**src/rtl/rx_page_ctrl.sv**
```systemverilog
// Receive page scheduler: hands rx_bytes a free RAM page and queues completed
// pages, with their flags, for the host in arrival order.

module rx_page_slot (
   input  logic       clk,
   input  logic       reset_n,
   input  logic       we,
   input  logic [7:0] d,
   output logic [7:0] q
);
   always_ff @(posedge clk or negedge reset_n)
      if (!reset_n) q <= '0;
      else if (we)  q <= d;
endmodule

module rx_page_ctrl #(
   parameter int PAGES = 4,
   parameter int PW    = $clog2(PAGES)
) (
   input  logic          clk,
   input  logic          reset_n,
   input  logic          switch,
   input  logic [7:0]    wr_flags,
   input  logic          rx_error,
   output logic          rx_abort,
   output logic [PW-1:0] wr_page,
   output logic          rx_pend,
   output logic [PW-1:0] rd_page,
   output logic [7:0]    rd_flags,
   input  logic          rd_release,
   input  logic          rx_clear,
   output logic [PW:0]   pend_cnt,
   output logic [7:0]    lost_cnt,
   output logic [7:0]    err_cnt,
   input  logic          cnt_clr
);
   // One page is always reserved for rx_bytes, so the queue holds PAGES-1.
   localparam logic [PW:0] CNT_FULL = (PW+1)'(PAGES - 1);

   logic [PW-1:0]           wr_ptr, rd_ptr;
   logic [PW:0]             count, cnt_rel;
   logic [PAGES-1:0][7:0]   flags;
   logic                    rel_ok, page_free, sw_ok, sw_lost;

   always_comb begin
      rel_ok    = rd_release && !rx_clear && (count != '0);
      cnt_rel   = count - {{PW{1'b0}}, rel_ok};
      page_free = cnt_rel < CNT_FULL;
      sw_ok     = switch && !rx_clear && page_free;
      sw_lost   = switch && !rx_clear && !page_free;
   end

   always_ff @(posedge clk or negedge reset_n)
      if (!reset_n) begin
         wr_ptr   <= '0;
         rd_ptr   <= '0;
         count    <= '0;
         rx_abort <= 1'b0;
      end else begin
         rx_abort <= rx_clear;
         if (rx_clear) begin
            rd_ptr <= wr_ptr;
            count  <= '0;
         end else begin
            rd_ptr <= rd_ptr + {{(PW-1){1'b0}}, rel_ok};
            wr_ptr <= wr_ptr + {{(PW-1){1'b0}}, sw_ok};
            count  <= cnt_rel + {{PW{1'b0}}, sw_ok};
         end
      end

   // Clear wins over a same-cycle increment.
   always_ff @(posedge clk or negedge reset_n)
      if (!reset_n) begin
         lost_cnt <= '0;
         err_cnt  <= '0;
      end else if (cnt_clr) begin
         lost_cnt <= '0;
         err_cnt  <= '0;
      end else begin
         if (sw_lost && lost_cnt != 8'hFF) lost_cnt <= lost_cnt + 8'd1;
         if (rx_error && err_cnt != 8'hFF) err_cnt  <= err_cnt + 8'd1;
      end

   for (genvar i = 0; i < PAGES; i++) begin : g_slot
      rx_page_slot u_slot (
         .clk     (clk),
         .reset_n (reset_n),
         .we      (sw_ok && (wr_ptr == PW'(i))),
         .d       (wr_flags),
         .q       (flags[i])
      );
   end

   assign wr_page  = wr_ptr;
   assign rd_page  = rd_ptr;
   assign pend_cnt = count;
   assign rx_pend  = (count != '0);
   assign rd_flags = flags[rd_ptr];
endmodule

```
**config.mk**
```make
export PLATFORM = sky130hd
export DESIGN_NAME = rx_page_ctrl
export DESIGN_NICKNAME = d
export VERILOG_FILES = /design/src/rtl/rx_page_ctrl.sv
export SDC_FILE = /design/constraint.sdc
export NUM_CORES = 1
export LEC_CHECK = 0
export CORE_ASPECT_RATIO = 1.5
export CORE_UTILIZATION = 53
export CTS_CLUSTER_DIAMETER = 100
export CTS_CLUSTER_SIZE = 14
export DETAILED_ROUTE_END_ITERATION = 16
export PLACE_DENSITY = 0.8
export SYNTH_ARGS = -nofsm -noshare
export SYNTH_HDL_FRONTEND = slang
export SYNTH_HIERARCHICAL = 1
export SYNTH_SLANG_ARGS = --single-unit
```
**constraint.sdc**
```tcl
create_clock -name clk -period 3.23 [get_ports clk]
set_clock_uncertainty 0.05 [all_clocks]
set_input_delay 0.4845 -clock clk [delete_from_list [all_inputs] [get_ports clk]]
set_output_delay 0.4845 -clock clk [all_outputs]
set_load 0.01 [all_outputs]
```
* After elaboration in Yosys (flattened, before gate mapping)
Cells that the tools add are included.
** Word-level totals
- Input port bits :: 15
- Bits in registers :: 56
- Output and inout port bits :: 33
** Cells by class
- Eq/ne operators :: 5
- Order comparisons :: 2
- Mux-type cells :: 8
- Add/subtract/negate cells :: 6
- Reduce and logical (&&, ||, !) cells :: 17
** Operators by type and width (number)
- $mux 8 :: 5
- $add 8x1->8 const B :: 2
- $bmux 8 s2 :: 1
- $ne 8x8->1 const B :: 2
- $logic_and 1x1->1 :: 11
- $add 2x1->2 :: 2
- $eq 2x2->1 const B :: 2
- $reduce_bool 2->1 :: 2
- $add 3x1->3 :: 1
- $lt 2x3->1 const B :: 1
- $lt 3x2->1 const B :: 1
- $mux 3 :: 1
- $reduce_bool 3->1 :: 1
- $sub 3x1->3 :: 1
- $eq 2x1->1 const B :: 1
- $logic_not 1->1 :: 2
- $logic_not 2->1 :: 1
- $mux 2 :: 1

* Logic depth before layout (Yosys ltp)
Gate-level depths: netlist (run 1).
- Depth after elaboration :: 10
- Mapped depth :: 10
- Gate-level depth less buffers :: 10

* Cells and area by module
Netlist (run 1), hierarchy kept.
** By module, submodules not included
- rx_page_ctrl :: cells each 147, area each 1531.5 um^2, instances 1
- rx_page_slot :: cells each 17, area each 331.6 um^2, instances 4

* Least setup slack after synthesis (run 1)
OpenSTA, ideal clock, no wires.
- Path kind :: flip-flop to flip-flop
- From :: register count[0], in the netlist pend_cnt[0]
- To :: register g_slot[0].u_slot.q[0]
- Data required time :: 3.055 ns
- Cell stages (with the launch flop) :: 10
- Arrival :: 2.791 ns
- Period minus slack after synthesis :: 2.966 ns
- Setup time :: 0.125 ns
- Path slack :: 0.264 ns
- Cells stage by stage :: dfrtp_1 > or3_1 > and3b_1 > ha_1 > ha_1 > xor2_2 > nor3b_1 > nor3b_1 > buf_6 > mux2_4
** Between the ends
- Cells in the longest elaborated chain, start to end :: 6
** RTL lines
- start, declared :: RTL line 41 : logic [PW:0] count, cnt_rel;
- start signal, assigned :: RTL line 67 : count <= cnt_rel + {{PW{1'b0}}, sw_ok};
- $reduce_bool 3->1
- via rx_pend :: RTL line 27 : output logic rx_pend,
- $logic_and 1x1->1 :: RTL line 46 : rel_ok = rd_release && !rx_clear && (count != '0);
- $sub 3x1->3 :: RTL line 47 : cnt_rel = count - {{PW{1'b0}}, rel_ok};
- $lt 3x2->1 :: RTL line 48 : page_free = cnt_rel < CNT_FULL;
- $logic_and 1x1->1 :: RTL line 49 : sw_ok = switch && !rx_clear && page_free;
- $logic_and 1x1->1 :: RTL line 88 : .we (sw_ok && (wr_ptr == PW'(i))),
- end signal, assigned :: RTL line 12 : if (!reset_n) q <= '0;
- end signal, assigned :: RTL line 13 : else if (we) q <= d;
- end, declared :: RTL line 9 : output logic [7:0] q
The timed path passes the listed nets, and every way through them passes these cells.
A chain may end at the register's enable or synchronous reset.

* Worst setup path in the final report (run 1)
- From :: register count[0], in the netlist pend_cnt[0]
- To :: register g_slot[0].u_slot.q[5]
** Between the ends
- Cells in the longest elaborated chain, start to end :: 6
** RTL lines (RTL line)
- $reduce_bool 3->1 :: 46
- $logic_and 1x1->1 :: 46
- $sub 3x1->3 (*) :: 47
- $lt 3x2->1 (*) :: 48
- $logic_and 1x1->1 (*) :: 49
- $logic_and 1x1->1 (*) :: 88
Mark *: on every way between the ends. The rest lies on a longest branch, timed or not.

==> flow_summary.yaml, run 1 <==
outcome:
  outcome: "complete, no violations"
clocking:
  cts_max_level: 2
  tritoncts_clock_tree: "built"
  post_cts_resize_count: 0
  clkTransAtPathRegs_ns: 0.10
  cts_num_sinks: 56
  postCtsSetupBuffers: 0
  clkLatencyLatePin_ns: 0.31
  postCtsHoldBufs: 0
  cts_buffers: 5
  clock_tree_root_driver_cell: "sky130_fd_sc_hd__clkbuf_8"
  cts-root-to-sink-buffers: 2
detailed_routing:
  route.detailed.drc: 0
  dr_total_vias: 1890
  route.final.wire_length_um: 5560
  number_of_drc_markers_after_the_initial_detailed_route_iteration: 102
  vias_per_cell: 5.61
  detailedRoute.firstPassIterationCount: 4
  antenna_violating_nets_post_route: 0
  wl_per_cell_um: 16.5
power:
  leak_pwr_nw: 1.53
  ir_worst_vdd_uv: 387
  power.density_nw_per_um2: 796
grt:
  grt_pass1_wl_um: 8990
  grt_pass1_vias: 1928
  grt_antenna_before_repair: 0
  grtUsageTotal_pct: 21.3
  grt_max_degree: 57
  grt.overflow.total: 0
die:
  fp.dieArea_um2: 5700
  ios: 48
  initial_core_utilization_pct: 55.3
  core_region_area_um2: 5160
  rows: 32
  die_x_um: 62.0
  die_height_um: 91.9
synthesis:
  number_of_enable_flip_flop_cells_after_synthesis: 0
  cell_taking_the_most_area_after_synthesis: "sky130_fd_sc_hd__dfrtp_1"
  synth_async_sr_flop_share_pct: 100
  syn_inst: 215
  synth_top_cells_by_count: "sky130_fd_sc_hd__dfrtp_1, sky130_fd_sc_hd__mux2_4, sky130_fd_sc_hd__nand2_1, sky130_fd_sc_hd__nor2_1, sky130_fd_sc_hd__inv_1"
  postSynthAreaPerCell_um2: 13.3
  synth.yosys.seq_area_share_pct: 49.0
  synthDistinctLibCells: 46
  syn_nets: 238
  ys_warn_count: 6
  synthDominantCellAreaShare_pct: 49.0
  ys_seq_elements: 56
  synth-main-ff-cell: "sky130_fd_sc_hd__dfrtp_1"
  syn_area_um2: 2860
  netlist_top_cells_area: "sky130_fd_sc_hd__dfrtp_1, sky130_fd_sc_hd__mux2_4, sky130_fd_sc_hd__mux4_2"
  synth_most_common_cell: "sky130_fd_sc_hd__dfrtp_1"
worst_setup_path:
  crit_path_max_fanout: 8
  worst-endpoint-arrival_ns: 3.14
  critical_path.startpoint_type: "flop"
  r2r-start: "pend_cnt[0]$_DFF_PN0_"
  crit_path_max_incr_delay_ns: 0.40
  endpoint_kind: "flop"
  slowest_cell_on_the_critical_path: "sky130_fd_sc_hd__dfrtp_1"
  setup.worst_path.class: "flop to flop"
  regToRegEndpoint: "g_slot[0].u_slot/q[5]$_DFFE_PN0P_"
  worst_setup_path_startpoint: "pend_cnt[0]$_DFF_PN0_"
  timing.critical_path.to: "g_slot[0].u_slot/q[5]$_DFFE_PN0P_"
  timing.critical_path.required_ns: 3.38
  path_cells: "or3_1 > and3b_1 > ha_1 > ha_1 > xor2_2 > nor3b_1 > buf_4 > nor3b_1 > buf_4 > mux2_4"
  reg2reg_depth: 10
  setup.reg_to_reg.worst_slack_ns: 0.24
cells_and_area:
  design.final.nets: 291
  post_route_cells_drive_above_1_share_pct: 23.0
  fill_cells: 367
  diode_insertion_count_for_antenna_repair: 0
  layout-area-overhead-vs-synth_pct: 23.0
  post-route-util_pct: 68.0
sta:
  setup_total_negative_slack_ns: 0
  min_period_ns: 2.99
  rsz0062_at_grt: "no"
  period_share_pct: 92.7
  finalHoldViolCount: 0
  max_clock_freq_mhz: 334
  timing.max_slew.rel_slack_pct: 53.7
  transition_at_the_pin_with_the_smallest_max_transition_slack_ns: 0.695
  setup_viol: 0
  drv_slew: 0
run:
  max-cap-violations: 0
place:
  routabilityCongestion: 0.768
  buffer_ports.inserted: 47
  dpl_hpwl_um: 3910
worst_hold_path:
  worst_min_delay_path_category: "primary input to asynchronous set/reset pin"
metrics by stage:
step,worst slack [ns],cell area [um^2],hold WS (ns),instances,power (mW)
global route,0.104,3510,0.297,337,2.97
global placement,0.180,3400,0.435,329,2.32
CTS,0.245,3510,0.263,337,2.83
detailed placement,0.103,3400,0.440,329,2.36
finish,0.236,3510,0.246,337,2.80
floorplan,0.264,2860,0.139,215,1.88
critical path, delay by kind of cell (launching register included):
family,cells,cell delay (ns)
xor gates and xnor gates,1,0.21
adders and majority gates,2,0.40
buffers and inverters,2,0.42
DFF,1,0.40
muxes,1,0.32
and+or+nand+nor,4,1.08
worst min path at each step:
stage                                        end  slack (ns)
6_report       g_slot[2].u_slot/q[4]$_DFFE_PN0P_        0.25
3_5_place_dp   g_slot[2].u_slot/q[3]$_DFFE_PN0P_        0.44
4_1_cts        g_slot[2].u_slot/q[4]$_DFFE_PN0P_        0.26
5_1_grt        g_slot[3].u_slot/q[4]$_DFFE_PN0P_        0.30
3_3_place_gp   g_slot[2].u_slot/q[0]$_DFFE_PN0P_        0.44
2_1_floorplan             err_cnt[0]$_DFFE_PN0P_        0.14
logic make-up after synthesis:
logic type               share of synthesized area, %
AO/OA/AOI/OAI                                    6.83
XOR/XNOR                                         2.41
adder cells (fa/ha/maj)                          3.50
buffers and inverters                            3.46
flip-flops                                       49.0
multiplexers                                     24.6
AND/OR/NAND/NOR                                  10.2
state kept, by name (all words and copies together) (netlist names):
register / count
wr_page: 2
g_slot.u_slot/q: 32
rx_abort: 1
pend_cnt: 3
err_cnt: 8
rd_page: 2
lost_cnt: 8
report_power, final:
| group | total [mW] | switching (mW) | internal, mW |
|---|---|---|---|
| sequential | 1.16 | 0.217 | 0.943 |
| clock | 0.449 | 0.220 | 0.230 |
| combinational | 1.19 | 0.384 | 0.803 |
| total | 2.80 | 0.821 | 1.98 |
cell usage in the layout, fill, tap and decap left out, types with 2 or more instances in the layout:
cell type and count:
sky130_fd_sc_hd__inv_1 9, sky130_fd_sc_hd__mux2i_1 2, sky130_fd_sc_hd__clkdlybuf4s50_1 46, sky130_fd_sc_hd__nand4_1 3, sky130_fd_sc_hd__o21ai_0 5, sky130_fd_sc_hd__ha_1 8, sky130_fd_sc_hd__nand2_1 12, sky130_fd_sc_hd__mux4_2 8
sky130_fd_sc_hd__a311oi_1 3, sky130_fd_sc_hd__mux2_4 32, sky130_fd_sc_hd__clkbuf_8 5, sky130_fd_sc_hd__a31oi_1 3, sky130_fd_sc_hd__and4_1 2, sky130_fd_sc_hd__buf_4 8, sky130_fd_sc_hd__a211oi_1 2, sky130_fd_sc_hd__nor3b_1 2
sky130_fd_sc_hd__xnor2_1 5, sky130_fd_sc_hd__nor3_1 3, sky130_fd_sc_hd__and3_1 4, sky130_fd_sc_hd__nor2b_1 4, sky130_fd_sc_hd__dfrtp_1 56, sky130_fd_sc_hd__or3_1 2, sky130_fd_sc_hd__nor2_1 12, sky130_fd_sc_hd__a21oi_1 5
sky130_fd_sc_hd__nand3_1 3
metal layers:
metal	global-route usage, %	vias up	routed length (um)
met5	0	-	0
met4	7.04	0	88
met3	3.95	8	190
met2	35.1	48	2830
met1	27.3	948	2460
li1	-	886	-
area by class of cell:
| cell class | instances | area [um^2] | share of cell area [%] |
|---|---|---|---|
| repair buffers | 55 | 526 | 15.0 |
| inverters | 9 | 33.8 | 0.961 |
| clock inverters | 3 | 42.5 | 1.21 |
| flip-flops and latches | 56 | 1400 | 39.9 |
| well taps | 68 | 85.1 | 2.42 |
| multi-input cells | 141 | 1360 | 38.6 |
| clock buffers | 5 | 68.8 | 1.96 |
(Power assumes the default switching activity.)
==> inputs of run 2 (changes only) <==
Settings changed: ABC_AREA from default to 1, PLACE_DENSITY 0.8 to 0.79.
==> run 2 against run 1 <==
Against the previous run:
- core utilization shrank 0.49 points
- sequential share of layout area shrank 0.32 points
- synthesized cell count grew 77%
- flip-flop and latch count is the same
- clock power shrank 11%
- critical path depth shrank 6
- fmax grew 13%
- setup slack gained 0.35 ns
- global-route usage grew 2.3 points
- wire length grew 13%
- non-clock buffer count shrank 2
- critical path type is now flop to primary output
- largest cell class unchanged
- largest power group is now sequential cells
==> flow_summary.yaml, run 2 <==
outcome:
  outcome: "complete, no violations"
power:
  ir_worst_vdd_uv: 337
  p_seq_share_pct: 43.1
  power_report.internal_total_mw: 1.62
  combPwrFrac_pct: 41.5
  p_sw_share_pct: 37.5
  switching_power_mw: 0.976
  power_frac_clock_pct: 15.3
  leak_pwr_nw: 1.79
  power.density_nw_per_um2: 734
clocking:
  clkTransAtPathRegs_ns: 0.10
  clock_tree_root_driver_cell: "sky130_fd_sc_hd__clkbuf_8"
  post_cts_resize_count: 0
  cts_max_level: 2
  tritoncts_clock_tree: "built"
  postCtsHoldBufs: 0
  cts_num_sinks: 56
  cts_buffers: 5
  postCtsSetupBuffers: 0
  cts-root-to-sink-buffers: 2
  clkLatencyLatePin_ns: 0.31
worst_setup_path:
  setup.worst_path.class: "flop to primary output"
  critical_path.startpoint_type: "flop"
  timing.critical_path.required_ns: 2.70
  worst-endpoint-arrival_ns: 2.11
  endpoint_kind: "primary output"
  crit_path_max_fanout: 19
detailed_routing:
  dr_total_vias: 2530
  route.detailed.drc: 0
  antenna_violating_nets_post_route: 0
  vias_per_cell: 5.07
  detailedRoute.firstPassIterationCount: 4
  route.final.wire_length_um: 6300
  number_of_drc_markers_after_the_initial_detailed_route_iteration: 152
  wl_per_cell_um: 12.6
synthesis:
  number_of_enable_flip_flop_cells_after_synthesis: 0
  netlist_top_cells_area: "sky130_fd_sc_hd__dfrtp_1, sky130_fd_sc_hd__nand2_1, sky130_fd_sc_hd__nor2_1"
  syn_nets: 403
  synth_most_common_cell: "sky130_fd_sc_hd__nand2_1"
  ys_seq_elements: 56
  cell_taking_the_most_area_after_synthesis: "sky130_fd_sc_hd__dfrtp_1"
  synth_async_sr_flop_share_pct: 100
  synth_top_cells_by_count: "sky130_fd_sc_hd__nand2_1, sky130_fd_sc_hd__dfrtp_1, sky130_fd_sc_hd__nor2_1"
  ys_warn_count: 6
  synthDominantCellAreaShare_pct: 47.8
  synthDistinctLibCells: 29
  postSynthAreaPerCell_um2: 7.71
  synth.yosys.seq_area_share_pct: 47.8
  syn_inst: 380
  syn_area_um2: 2930
  synth-main-ff-cell: "sky130_fd_sc_hd__dfrtp_1"
sta:
  finalHoldViolCount: 0
  setup_viol: 0
  setup_total_negative_slack_ns: 0
  transition_at_the_pin_with_the_smallest_max_transition_slack_ns: 0.577
  rsz0062_at_grt: "no"
  min_period_ns: 2.65
  drv_slew: 0
  period_share_pct: 82.0
  timing.max_slew.rel_slack_pct: 61.5
  max_clock_freq_mhz: 378
cells_and_area:
  largestRegisters: "g_slot.u_slot/q: 32 flops, err_cnt: 8 flops, lost_cnt: 8 flops"
  area.sequential_um2: 1400
  layout-area-overhead-vs-synth_pct: 20.9
  layout_commonest_cell: "sky130_fd_sc_hd__nand2_1"
  fill_cells: 457
  instances_no_fill: 499
  diode_insertion_count_for_antenna_repair: 0
  layout.cells.most_common_list: "sky130_fd_sc_hd__nand2_1, sky130_fd_sc_hd__dfrtp_1, sky130_fd_sc_hd__clkdlybuf4s50_1"
  design_area_um2: 3540
  regMostFlops: "g_slot.u_slot/q"
  largest_reg_flops: 32
  post_route_cells_drive_above_1_share_pct: 8.35
  multi_input_area_um2: 1320
  design.final.nets: 453
place:
  postPlaceCellArea_um2: 3450
  routabilityCongestion: 0.830
  buffer_ports.inserted: 47
  dpl.cell_count: 491
  dpl_hpwl_um: 4720
grt:
  grt.overflow.total: 0
  grt_antenna_before_repair: 0
  grt_pass1_wl_um: 10900
  grtUsageTotal_pct: 23.6
  grt_pass1_vias: 2485
  grt_max_degree: 33
die:
  die_x_um: 62.7
  die_height_um: 93.1
  initial_core_utilization_pct: 55.9
  core_region_area_um2: 5250
  rows: 32
  ios: 48
  fp.dieArea_um2: 5840
worst_hold_path:
  worst_min_delay_path_category: "primary input to asynchronous set/reset pin"
run:
  max-cap-violations: 0
[run 2: changes by cell type after synthesis, moves of 7 or more]
cell,previous run,this run
sky130_fd_sc_hd__nand2_1,12,159
sky130_fd_sc_hd__mux2_4,32,0
sky130_fd_sc_hd__nor2_1,12,42
sky130_fd_sc_hd__inv_1,9,23
sky130_fd_sc_hd__nand3_1,3,17
sky130_fd_sc_hd__o21ai_0,5,16
sky130_fd_sc_hd__mux4_2,8,0
sky130_fd_sc_hd__o22ai_1,0,8
sky130_fd_sc_hd__inv_2,0,7
[run 2: cells by family after synthesis]
logic type	count (synthesis)	share of synthesized area, %
buf+inv	42	7.05
compound gates	31	5.81
xor+xnor	6	1.79
flops	56	47.8
fa+ha+maj	8	3.42
simple gates	237	34.1
[run 2: metrics by stage]
step | total power, mW | worst slack, ns | hold slack, ns | util, %
2_1_floorplan | 1.72 | 0.912 | 0.139 | -
3_3_place_gp | 2.18 | 0.434 | 0.401 | 65.8
3_5_place_dp | 2.21 | 0.336 | 0.404 | 65.8
4_1_cts | 2.61 | 0.562 | 0.117 | 67.6
5_1_grt | 2.79 | 0.407 | 0.132 | 67.6
6_report | 2.60 | 0.582 | 0.0966 | 67.6
[run 2: layout make-up]
class | instances | share of cell area [%]
clock buffers | 7 | 2.44
clock inverters | 1 | 0.212
inverters | 32 | 3.67
multi-input cells | 282 | 37.3
flip-flops and latches | 56 | 39.5
well taps | 68 | 2.40
repair buffers | 53 | 14.4
[run 2: path summary, 6_finish.rpt]
check                                                  start                                end  slack [ns]  cells after the start
setup / recovery                        rd_page[0]$_DFF_PN0_                        rd_flags[3]        0.58                      4
hold / removal                                       reset_n  g_slot[2].u_slot/q[7]$_DFFE_PN0P_         0.1                      1
setup reg to reg                       pend_cnt[0]$_DFF_PN0_  g_slot[1].u_slot/q[6]$_DFFE_PN0P_        0.73                     13
hold reg to reg            g_slot[2].u_slot/q[2]$_DFFE_PN0P_  g_slot[2].u_slot/q[2]$_DFFE_PN0P_        0.43                      2
max in group asynchronous                            reset_n  g_slot[0].u_slot/q[5]$_DFFE_PN0P_        2.21                      2
min in group clk           g_slot[2].u_slot/q[2]$_DFFE_PN0P_  g_slot[2].u_slot/q[2]$_DFFE_PN0P_        0.43                      2
[run 2: power by group through the flow]
stage | registers [mW] | clock network (mW) | logic (mW)
floorplan | 1.07 | 0 | 0.650
CTS | 1.12 | 0.407 | 1.09
global placement | 1.12 | 0 | 1.06
global route | 1.15 | 0.428 | 1.21
detailed placement | 1.13 | 0 | 1.08
finish | 1.12 | 0.398 | 1.08
[run 2: routing by layer]
metal	up-vias	share of wire, %	GRT usage, %
met3	5	3.8	3.29
met1	1184	43	27.8
met2	54	52	43.6
li1	1287	-	-
met4	0	1.2	7.75
met5	-	0	0
[run 2: critical path, cell delays in order (launching register included)]
cell and delay (ns):
sky130_fd_sc_hd__dfrtp_1 0.72, sky130_fd_sc_hd__inv_2 0.24, sky130_fd_sc_hd__o21ai_0 0.24, sky130_fd_sc_hd__o22ai_1 0.11, sky130_fd_sc_hd__clkdlybuf4s50_1 0.49
==> inputs of run 3 (changes only) <==
Settings changed: CORE_UTILIZATION 53 to 48, PLACE_DENSITY 0.79 to 0.76.
Clock period 3.23 ns to 2.2 ns, I/O delays scaled along.
==> run 3 against run 2 <==
Against the previous run:
- sequential share of layout area fell by 3.1 points
- register-to-register slack got worse by 0.72 ns
- critical path depth grew 10
- wire length increased by 6.5%
- combinational power up 81%
- core utilization decreased by 1.6 points
- worst hold slack lost 0.010 ns
- global-route usage decreased by 1.3 points
- count of clock-buffer cells in the layout shrank 2
==> flow_summary.yaml, run 3 (same netlist as run 2, synthesis figures left out) <==
clocking:
  clkTransAtPathRegs_ns: 0.10
  clock_tree_root_driver_cell: "sky130_fd_sc_hd__clkbuf_8"
  cts_max_level: 2
  cts_num_sinks: 56
  cts-root-to-sink-buffers: 2
  tritoncts_clock_tree: "built"
  cts_buffers: 5
  clkLatencyLatePin_ns: 0.31
die:
  core_region_area_um2: 5830
  die_height_um: 97.7
  fp.dieArea_um2: 6430
  rows: 34
  initial_core_utilization_pct: 50.3
  die_x_um: 65.8
  ios: 48
outcome:
  outcome: "complete, no violations"
grt:
  grtUsageTotal_pct: 22.3
  grt.overflow.total: 0
  grt_pass1_vias: 2569
  grt_antenna_before_repair: 0
  grt_pass1_wl_um: 11200
  grt_max_degree: 57
power:
  power.density_nw_per_um2: 1090
  ir_worst_vdd_uv: 474
  total_power_mw: 4.20
  leak_pwr_nw: 2.01
cells_and_area:
  layout_commonest_cell: "sky130_fd_sc_hd__nand2_1"
  diode_insertion_count_for_antenna_repair: 0
  layout-area-overhead-vs-synth_pct: 31.3
  largestRegisters: "g_slot.u_slot/q: 32 flops, err_cnt: 8 flops, lost_cnt: 8 flops"
  fill_cells: 508
  design.final.nets: 474
  instances_no_fill: 522
  regMostFlops: "g_slot.u_slot/q"
  post_route_cells_drive_above_1_share_pct: 15.3
  layout.cells.most_common_list: "sky130_fd_sc_hd__nand2_1, sky130_fd_sc_hd__dfrtp_1, sky130_fd_sc_hd__nor2_1"
  largest_reg_flops: 32
sta:
  min_period_ns: 2.19
  postLayoutSetupSlackWorst_ns: 0.00639
  period_share_pct: 99.7
  rsz0062_at_grt: "yes"
  setup_viol: 0
  transition_at_the_pin_with_the_smallest_max_transition_slack_ns: 0.716
  max_clock_freq_mhz: 456
  hold_slack_ns: 0.0865
  finalHoldViolCount: 0
  drv_slew: 0
  timing.max_slew.rel_slack_pct: 52.2
worst_setup_path:
  setup.reg_to_reg.worst_slack_ns: 0.006
  crit_path_max_fanout: 6
  worst-endpoint-arrival_ns: 2.40
  timing.critical_path.required_ns: 2.41
  critical_path.startpoint_type: "flop"
  setup.worst_path.class: "flop to flop"
  endpoint_kind: "flop"
  r2r-start: "pend_cnt[0]$_DFF_PN0_"
  regToRegEndpoint: "g_slot[2].u_slot/q[5]$_DFFE_PN0P_"
  reg2reg_depth: 14
place:
  buffer_ports.inserted: 47
  dpl.cell_count: 510
  place_worst_setup_slack_ns: -0.386
  dpl_hpwl_um: 4720
  routabilityCongestion: 0.860
detailed_routing:
  wl_per_cell_um: 12.9
  antenna_violating_nets_post_route: 0
  route.detailed.drc: 0
  number_of_drc_markers_after_the_initial_detailed_route_iteration: 182
  route.final.wire_length_um: 6710
  detailedRoute.firstPassIterationCount: 5
  dr_total_vias: 2667
  vias_per_cell: 5.11
worst_hold_path:
  worst_min_delay_path_category: "primary input to asynchronous set/reset pin"
run:
  max-cap-violations: 0
run 3: changes by cell type in the layout (fill, tap and decap cells not counted), sizes merged:
cell / change
buf: +21
clkdlybuf4s50: -8
dlymetal6s2s: +8
clkbuf: -2
bufinv: +1
clkinvlp: -1
run 3: stage by stage:
stage / utilization, % / TNS, ns / instance area [um^2]
4_1_cts: 64.4 / 0 / 3750
5_1_grt: 66.0 / -3.50 / 3850
3_3_place_gp: 61.5 / -10.55 / 3590
2_1_floorplan: - / 0 / 2940
6_report: 66.0 / 0 / 3850
3_5_place_dp: 61.5 / -13.77 / 3590
run 3: power by group:
group	internal (mW)	switching, mW
logic	0.969	0.986
registers	1.36	0.240
clock network	0.327	0.320
run 3: worst max-delay path by stage:
stage                                     start                                 to  slack (ns)  depth (start not counted)
final                     pend_cnt[0]$_DFF_PN0_  g_slot[2].u_slot/q[5]$_DFFE_PN0P_       0.006                         14
after global routing                   rx_clear  g_slot[2].u_slot/q[4]$_DFFE_PN0P_       -0.13                         16
after CTS                 pend_cnt[0]$_DFF_PN0_  g_slot[1].u_slot/q[6]$_DFFE_PN0P_       0.003                         14
after detailed placement               rx_clear  g_slot[1].u_slot/q[0]$_DFFE_PN0P_       -0.39                         16
after global placement                 rx_clear  g_slot[1].u_slot/q[4]$_DFFE_PN0P_       -0.30                         16
after floorplan           pend_cnt[0]$_DFF_PN0_  g_slot[0].u_slot/q[6]$_DFFE_PN0P_        0.02                         14
run 3: worst max-delay path, cell delays in order, from the launching register on:
cell and delay, ns:
sky130_fd_sc_hd__dfrtp_1 0.41, sky130_fd_sc_hd__nor3_4 0.21, sky130_fd_sc_hd__nor2_2 0.07, sky130_fd_sc_hd__ha_2 0.19
sky130_fd_sc_hd__ha_4 0.26, sky130_fd_sc_hd__inv_2 0.04, sky130_fd_sc_hd__nand2_2 0.07, sky130_fd_sc_hd__nand3_4 0.07
sky130_fd_sc_hd__nor3_4 0.19, sky130_fd_sc_hd__nand2_1 0.10, sky130_fd_sc_hd__nor2_1 0.09, sky130_fd_sc_hd__buf_4 0.15
sky130_fd_sc_hd__buf_12 0.12, sky130_fd_sc_hd__nand2_1 0.05, sky130_fd_sc_hd__nand2_1 0.07
run 3: cell type report:
class	count	area, um^2	area share [%]
flip-flops and latches	56	1400	36.5
repair buffers	74	727	18.9
multi-input cells	282	1390	36.1
clock buffers	5	68.8	1.79
inverters	32	140	3.64
well taps	72	90.1	2.34
clock inverters	1	30.0	0.781
run 3: timing repair:
item	4_1_cts	5_1_grt
hold buffers	0	0
setup endpoints to repair	44	45
resized for setup	8	21
pin swaps	1	5
setup buffers	3	3
run 3: routing by layer:
metal  part of all wire, %  vias up  GRT usage, %
li1                      -     1326             -
met5                     0        -             0
met2                    52       83          40.5
met1                    42     1248          25.5
met4                   1.5        0          8.03
met3                   4.5       10          3.05
